## config.mk

```make
export PLATFORM = sky130hd
export DESIGN_NAME = reset_req_button_seq
export DESIGN_NICKNAME = d
export VERILOG_FILES = /design/src/rtl/reset_req_pkg.sv /design/src/rtl/ms_tick_gen.sv /design/src/rtl/reset_req_button_seq.sv
export SDC_FILE = /design/constraint.sdc
export NUM_CORES = 1
export LEC_CHECK = 0
export CORE_ASPECT_RATIO = 1.4
export CORE_MARGIN = 2
export CORE_UTILIZATION = 66
export DETAILED_ROUTE_END_ITERATION = 8
export HOLD_SLACK_MARGIN = 0.05
export PLACE_DENSITY = 0.86
export REMOVE_ABC_BUFFERS = 1
export SLEW_MARGIN = 25
export SYNTH_ARGS = -nofsm -noshare
export SYNTH_HDL_FRONTEND = slang
export SYNTH_SLANG_ARGS = --single-unit
```

## constraint.sdc

```tcl
create_clock -name clk -period 5.6 [get_ports clk]
set_input_delay 0.56 -clock clk [delete_from_list [all_inputs] [get_ports clk]]
set_output_delay 0.56 -clock clk [all_outputs]
set_load 0.01 [all_outputs]
```

## src/rtl/reset_req_pkg.sv

```systemverilog
// +--------------------------------------------------------------------------+
// | Module      : reset_req_pkg                                              |
// | Description : Shared state encoding, request bit indices and armed codes |
// |               for the key-press to HPS reset-request sequencer.          |
// | Revision    : 1.0 - initial release                                      |
// +--------------------------------------------------------------------------+
`default_nettype none

package reset_req_pkg;

    typedef logic [2:0] state_t;

    localparam state_t c_ST_IDLE       = 3'd0;
    localparam state_t c_ST_HOLD_DBG   = 3'd1;
    localparam state_t c_ST_HOLD_CHORD = 3'd2;
    localparam state_t c_ST_ISSUE      = 3'd3;
    localparam state_t c_ST_WAIT_REL   = 3'd4;

    localparam int REQ_COLD  = 0;
    localparam int REQ_WARM  = 1;
    localparam int REQ_DEBUG = 2;

    localparam logic [1:0] ARMED_NONE  = 2'd0;
    localparam logic [1:0] ARMED_WARM  = 2'd1;
    localparam logic [1:0] ARMED_COLD  = 2'd2;
    localparam logic [1:0] ARMED_DEBUG = 2'd3;

    // Classification a release would produce, given which thresholds are met.
    function automatic logic [1:0] armed_code(input logic is_chord, input logic cold_met,
                                              input logic warm_met, input logic dbg_met);
        logic [1:0] code;
        code = ARMED_NONE;
        if (is_chord) begin
            if (cold_met)      code = ARMED_COLD;
            else if (warm_met) code = ARMED_WARM;
        end else if (dbg_met) begin
            code = ARMED_DEBUG;
        end
        return code;
    endfunction

endpackage

`default_nettype wire

```

## src/rtl/ms_tick_gen.sv

```systemverilog
// +--------------------------------------------------------------------------+
// | Module      : ms_tick_gen                                                |
// | Description : Prescaler counting 0..TICK_DIV-1 with synchronous clear;   |
// |               one-cycle tick on the wrap cycle.                          |
// | Revision    : 1.0 - initial release                                      |
// +--------------------------------------------------------------------------+
`default_nettype none

module ms_tick_gen #(
    parameter int TICK_DIV = 50000
) (
    input  logic clk,
    input  logic reset_n,
    input  logic i_clr,
    output logic o_tick
);

    localparam int c_CW = (TICK_DIV > 1) ? $clog2(TICK_DIV) : 1;
    localparam logic [c_CW-1:0] c_LAST = c_CW'(TICK_DIV - 1);

    logic [c_CW-1:0] r_cnt;

    // A clear cycle never ticks, so the first tick lands TICK_DIV cycles after it.
    assign o_tick = (r_cnt == c_LAST) && !i_clr;

    always_ff @(posedge clk or negedge reset_n) begin
        if (!reset_n) begin
            r_cnt <= '0;
        end else if (i_clr || o_tick) begin
            r_cnt <= '0;
        end else begin
            r_cnt <= r_cnt + 1'b1;
        end
    end

endmodule

`default_nettype wire

```

## src/rtl/reset_req_button_seq.sv

```systemverilog
// +--------------------------------------------------------------------------+
// | Module      : reset_req_button_seq                                       |
// | Description : Turns long presses on two debounced keys into one-hot      |
// |               cold/warm/debug HPS reset requests. Optional macro         |
// |               RESET_REQ_ARMED_LED_EN adds the 'armed' LED output.        |
// | Revision    : 1.0 - initial release                                      |
// +--------------------------------------------------------------------------+
`default_nettype none

module reset_req_button_seq
    import reset_req_pkg::*;
#(
    parameter int TICK_DIV   = 50000,
    parameter int CHORD_MS   = 200,
    parameter int WARM_MS    = 2000,
    parameter int COLD_MS    = 5000,
    parameter int DEBUG_MS   = 3000,
    parameter int REQ_CYCLES = 16,
    parameter int MS_W       = 16
) (
    input  logic       clk,
    input  logic       reset_n,
    input  logic [1:0] key_n,
    output logic [2:0] reset_req,
`ifdef RESET_REQ_ARMED_LED_EN
    output logic [1:0] armed,
`endif
    output logic       busy
);

    localparam int c_IW = (REQ_CYCLES > 1) ? $clog2(REQ_CYCLES) : 1;
    localparam logic [c_IW-1:0] c_ISSUE_LAST = c_IW'(REQ_CYCLES - 1);
    localparam logic [MS_W-1:0] c_CHORD = MS_W'(CHORD_MS);
    localparam logic [MS_W-1:0] c_WARM  = MS_W'(WARM_MS);
    localparam logic [MS_W-1:0] c_COLD  = MS_W'(COLD_MS);
    localparam logic [MS_W-1:0] c_DEBUG = MS_W'(DEBUG_MS);

    state_t          r_state;
    state_t          w_next;
    logic [MS_W-1:0] r_ms_cnt;
    logic [MS_W-1:0] w_ms_inc;
    logic [c_IW-1:0] r_issue_cnt;
    logic [2:0]      r_req_vec;
    logic [2:0]      w_req_vec;
    logic            w_hold_entry;
    logic            w_next_hold;
    logic            w_clr;
    logic            w_tick;

    always_comb begin
        w_next       = r_state;
        w_req_vec    = r_req_vec;
        w_hold_entry = 1'b0;
        case (r_state)
            c_ST_IDLE: begin
                if (key_n == 2'b00) begin
                    w_next       = c_ST_HOLD_CHORD;
                    w_hold_entry = 1'b1;
                end else if (key_n == 2'b01) begin
                    w_next       = c_ST_HOLD_DBG;
                    w_hold_entry = 1'b1;
                end
            end
            c_ST_HOLD_DBG: begin
                if (key_n == 2'b00) begin
                    if (r_ms_cnt < c_CHORD) begin
                        w_next       = c_ST_HOLD_CHORD;
                        w_hold_entry = 1'b1;
                    end else begin
                        w_next = c_ST_WAIT_REL;
                    end
                end else if (key_n[1]) begin
                    if (r_ms_cnt >= c_DEBUG) begin
                        w_next               = c_ST_ISSUE;
                        w_req_vec            = '0;
                        w_req_vec[REQ_DEBUG] = 1'b1;
                    end else begin
                        w_next = c_ST_WAIT_REL;
                    end
                end
            end
            c_ST_HOLD_CHORD: begin
                if (key_n != 2'b00) begin
                    if (r_ms_cnt >= c_COLD) begin
                        w_next              = c_ST_ISSUE;
                        w_req_vec           = '0;
                        w_req_vec[REQ_COLD] = 1'b1;
                    end else if (r_ms_cnt >= c_WARM) begin
                        w_next              = c_ST_ISSUE;
                        w_req_vec           = '0;
                        w_req_vec[REQ_WARM] = 1'b1;
                    end else begin
                        w_next = c_ST_WAIT_REL;
                    end
                end
            end
            c_ST_ISSUE: begin
                if (r_issue_cnt == c_ISSUE_LAST) w_next = c_ST_WAIT_REL;
            end
            c_ST_WAIT_REL: begin
                if (key_n == 2'b11) w_next = c_ST_IDLE;
            end
            default: w_next = c_ST_IDLE;
        endcase
    end

    // Time base is held cleared outside the hold states and restarted on each entry.
    assign w_next_hold = (w_next == c_ST_HOLD_DBG) || (w_next == c_ST_HOLD_CHORD);
    assign w_clr       = w_hold_entry || !w_next_hold;
    assign w_ms_inc    = (&r_ms_cnt) ? r_ms_cnt : r_ms_cnt + 1'b1;

    ms_tick_gen #(
        .TICK_DIV (TICK_DIV)
    ) u_ms_tick_gen (
        .clk     (clk),
        .reset_n (reset_n),
        .i_clr   (w_clr),
        .o_tick  (w_tick)
    );

    always_ff @(posedge clk or negedge reset_n) begin
        if (!reset_n) begin
            r_state     <= c_ST_IDLE;
            r_req_vec   <= '0;
            r_ms_cnt    <= '0;
            r_issue_cnt <= '0;
        end else begin
            r_state   <= w_next;
            r_req_vec <= w_req_vec;
            if (w_clr)       r_ms_cnt <= '0;
            else if (w_tick) r_ms_cnt <= w_ms_inc;
            if (r_state == c_ST_ISSUE) r_issue_cnt <= r_issue_cnt + 1'b1;
            else                       r_issue_cnt <= '0;
        end
    end

    assign reset_req = (r_state == c_ST_ISSUE) ? r_req_vec : 3'b000;
    assign busy      = (r_state != c_ST_IDLE);

`ifdef RESET_REQ_ARMED_LED_EN
    logic [1:0] r_armed;
    logic [1:0] w_armed_nxt;

    // Classified from the value ms_cnt takes on this tick, so it tracks ms_cnt exactly.
    assign w_armed_nxt = armed_code(r_state == c_ST_HOLD_CHORD, w_ms_inc >= c_COLD,
                                    w_ms_inc >= c_WARM, w_ms_inc >= c_DEBUG);

    always_ff @(posedge clk or negedge reset_n) begin
        if (!reset_n) begin
            r_armed <= ARMED_NONE;
        end else if (w_clr) begin
            r_armed <= ARMED_NONE;
        end else if (w_tick) begin
            r_armed <= w_armed_nxt;
        end
    end

    assign armed = r_armed;
`endif

endmodule

`default_nettype wire

```

==> summary.txt <==
Global route
  – Pin count of the biggest net entering global routing: 43
  – Final global-route overflow total: 0
  – First-pass GRT wire length: 9360 microns
  – Total track usage: 27.3%
  – Initial antenna violation count: 0
  – Vias in the first global route: 2,102

Timing
  – Worst-margin pin slew: 0.880 ns
  – # setup viols final: 0
  – Slew Viols, Final: 0
  – Final setup TNS: 0 ns
  – Clock period minus worst slack: 2.79 ns
  – RSZ-0062 raised after global routing: false
  – Final Skew: 0.00507 ns
  – Relative slew slack: 41.2%
  – Max Freq: 358 MHz
  – Final hold viol count: 0
  – Setup ws final: 2.81 ns
  – Final period util: 49.8%

Finish
  – Antenna diode count: 0
  – Layout cells sized above 1: 4.93%
  – Nets@finish: 292
  – Finished Layout Cells: 326
  – Area Growth Syn to Fin: 5.35%
  – Final core occ: 72.4%

Run
  – Max_cap viols: 0

Yosys
  – EDFF count, synth: 0
  – #FFs+latches synth: 42
  – Top FF cell, synth: dfrtp_1
  – Synth top area share: 41.6%
  – Mapped Cells: 284
  – Most common cell in the netlist: nor2_1
  – Sequential area share after synthesis: 41.6%
  – Avg Cell Area, Syn: 8.89 sq um
  – Yosys top cell by area: dfrtp_1
  – Mapped Area: 0.00253 sq mm
  – Syn. warnings: 0
  – Async set-reset flop share out of synthesis: 100%
  – Cell variety after synth: 47
  – Top cells by area, synth: dfrtp_1 42%, nor2_1 7.4%, xor2_1 6.2%, nand2_1 4.6%, xnor2_1 4.5%
  – Top cells by count, synth: 50 x nor2_1, 42 x dfrtp_1, 31 x nand2_1, 21 x nand3_1, 18 x xor2_1

Die
  – Die area: 0.00435 sq mm
  – Core ar.: 0.00368 sq mm
  – Die Width: 56.3 microns
  – Initial Util: 68.7%
  – IO Count: 8
  – Std cell rows: 26
  – Die Ht: 77.2 microns

CTS
  – Clk sinks: 42
  – Worst-path clk slew: 0.07 ns
  – Setup bufs post-CTS: 0
  – H-tree levels: 2
  – CTS tree: yes
  – Root Buffer: clkbuf_8
  – Max Root-Sink Buffers: 2
  – CTS Buf Count: 5
  – Hold buffer count at cts: 0
  – Worst-skew pair later-pin latency: 0.30 ns
  – CTS resizes: 0

Worst setup path
  – Setup crit start kind: flip-flop
  – Critical Path AT: 2.94 ns
  – Crit. End Element: flip-flop
  – Reg2reg setup slack: 2.81 ns
  – Reg-to-reg endpoint: u_ms_tick_gen.r_cnt[0]
  – Crit path kind: reg -> reg
  – Reg2Reg Depth: 6
  – Reg-to-Reg Start: r_ms_cnt[6]
  – Crit-path max FO: 32
  – Worst EP required: 5.75 ns

Placed design
  – GP Congestion: 0.901
  – Placed cells: 320
  – HPWL after DPL: 3470 microns
  – IO Port Bufs: 7
  – Post-place setup slack: 2.76 ns

Detailed routing
  – DRT antenna net count: 0
  – Wirelength per Cell: 16.0 microns
  – WL final: 5200 microns
  – DRC violations left: 0
  – Initial DRT Pass Iterations: 4
  – 1st-iter DRT viols: 129
  – Vias: 2,060
  – Routed vias/inst: 6.32

Power
  – Tot Pwr: 0.696 mW
  – Comb power frac: 24.3%
  – Max IR drop VDD: 0.316 mV
  – P_int: 0.466 mW
  – LEAKAGE: 1.16 nW
  – Switch share: 33.1%
  – Clock power frac: 27.6%
  – Pwr dens: 261 mW/mm^2
  – Seq pwr share: 48.1%
  – P_sw: 0.230 mW

Run status
  – Status: finished clean

Min path
  – HP Class: in -> async
-- sequential cells by signal, summed over array words and instances, names as in the netlist --
name                 flops
r_issue_cnt              4
u_ms_tick_gen.r_cnt     16
r_ms_cnt                16
r_req_vec                3
r_state                  3
-- worst max-delay path: stages (launching register included) --
cell	delay [ns]
dfrtp_1	0.47
or4_1	0.52
o41a_1	0.35
and2_4	0.18
o311ai_4	0.33
a2bb2oi_4	0.65
nor4bb_1	0.13
-- cells by family (layout without fill, tap and decap cells) --
logic type	Yosys count	in the layout	synth area share [%]
flip-flops	42	42	41.6
AO/OA/AOI/OAI	17	17	6.69
buffers and inverters	21	21	4.46
multiplexers	1	1	0.396
AND/OR/NAND/NOR	169	169	34.6
adder cells (fa/ha/maj)	3	3	1.49
XOR/XNOR	31	31	10.7
-- power groups by stage --
| stage | sequential [mW] | clock, mW | combinational [mW] |
|---|---|---|---|
| finish | 0.335 | 0.192 | 0.169 |
| global route | 0.338 | 0.210 | 0.190 |
| CTS | 0.334 | 0.199 | 0.173 |
| detailed placement | 0.340 | 0 | 0.173 |
| global placement | 0.339 | 0 | 0.169 |
| floorplan | 0.335 | 0 | 0.118 |
-- layout make-up --
type                    instances  area, sq um
clock buffers                   6         82.6
fillers                       292         1010
inverters                       8         30.0
multi-input cells             221         1380
flip-flops and latches         42         1050
well taps                      42         52.6
repair buffers                  7         67.6
-- per-stage QoR --
stage | hold slack, ns | area (sq um)
global route | 0.290 | 2660
floorplan | 0.264 | 2440
global placement | 0.453 | 2570
detailed placement | 0.461 | 2570
CTS | 0.434 | 2650
finish | 0.241 | 2660
-- cells in the final DEF (no fill, tap or decap), types with 2 or more instances in the layout --
master and instances:
xor2_1 18, a2111oi_0 2, nand2_1 31, clkdlybuf4s50_1 6, nor4b_1 4, and3b_1 2
inv_1 8, ha_1 3, xnor2_1 13, nor2_1 50, nor3_1 11, and4_1 4
nor4_1 9, clkbuf_8 6, nor3b_1 3, nand4_1 13, o21ai_0 2, nand3_1 21
dfrtp_1 42, nor4bb_1 3, nand2b_1 2, a21oi_1 2, and2_1 4
-- routing by layer --
layer | GRT usage, % | up-vias | wire length (microns)
li1 | - | 1000 | -
met1 | 29.5 | 988 | 2030
met2 | 50.5 | 62 | 2870
met3 | 5.06 | 10 | 209
met4 | 12.4 | 0 | 91
met5 | 0 | - | 0
-- worst max-delay path by stage --
stage	from	endpoint	slack (ns)	cells past startpoint
after global placement	key_n[0]	u_ms_tick_gen.r_cnt[0]	2.80	7
after floorplan	r_ms_cnt[10]	u_ms_tick_gen.r_cnt[0]	3.11	6
after detailed placement	key_n[0]	u_ms_tick_gen.r_cnt[0]	2.76	7
after global routing	r_ms_cnt[6]	u_ms_tick_gen.r_cnt[8]	2.59	6
after CTS	r_ms_cnt[6]	u_ms_tick_gen.r_cnt[0]	2.79	6
final	r_ms_cnt[6]	u_ms_tick_gen.r_cnt[0]	2.81	6
Power figures use the tool's default switching activity.
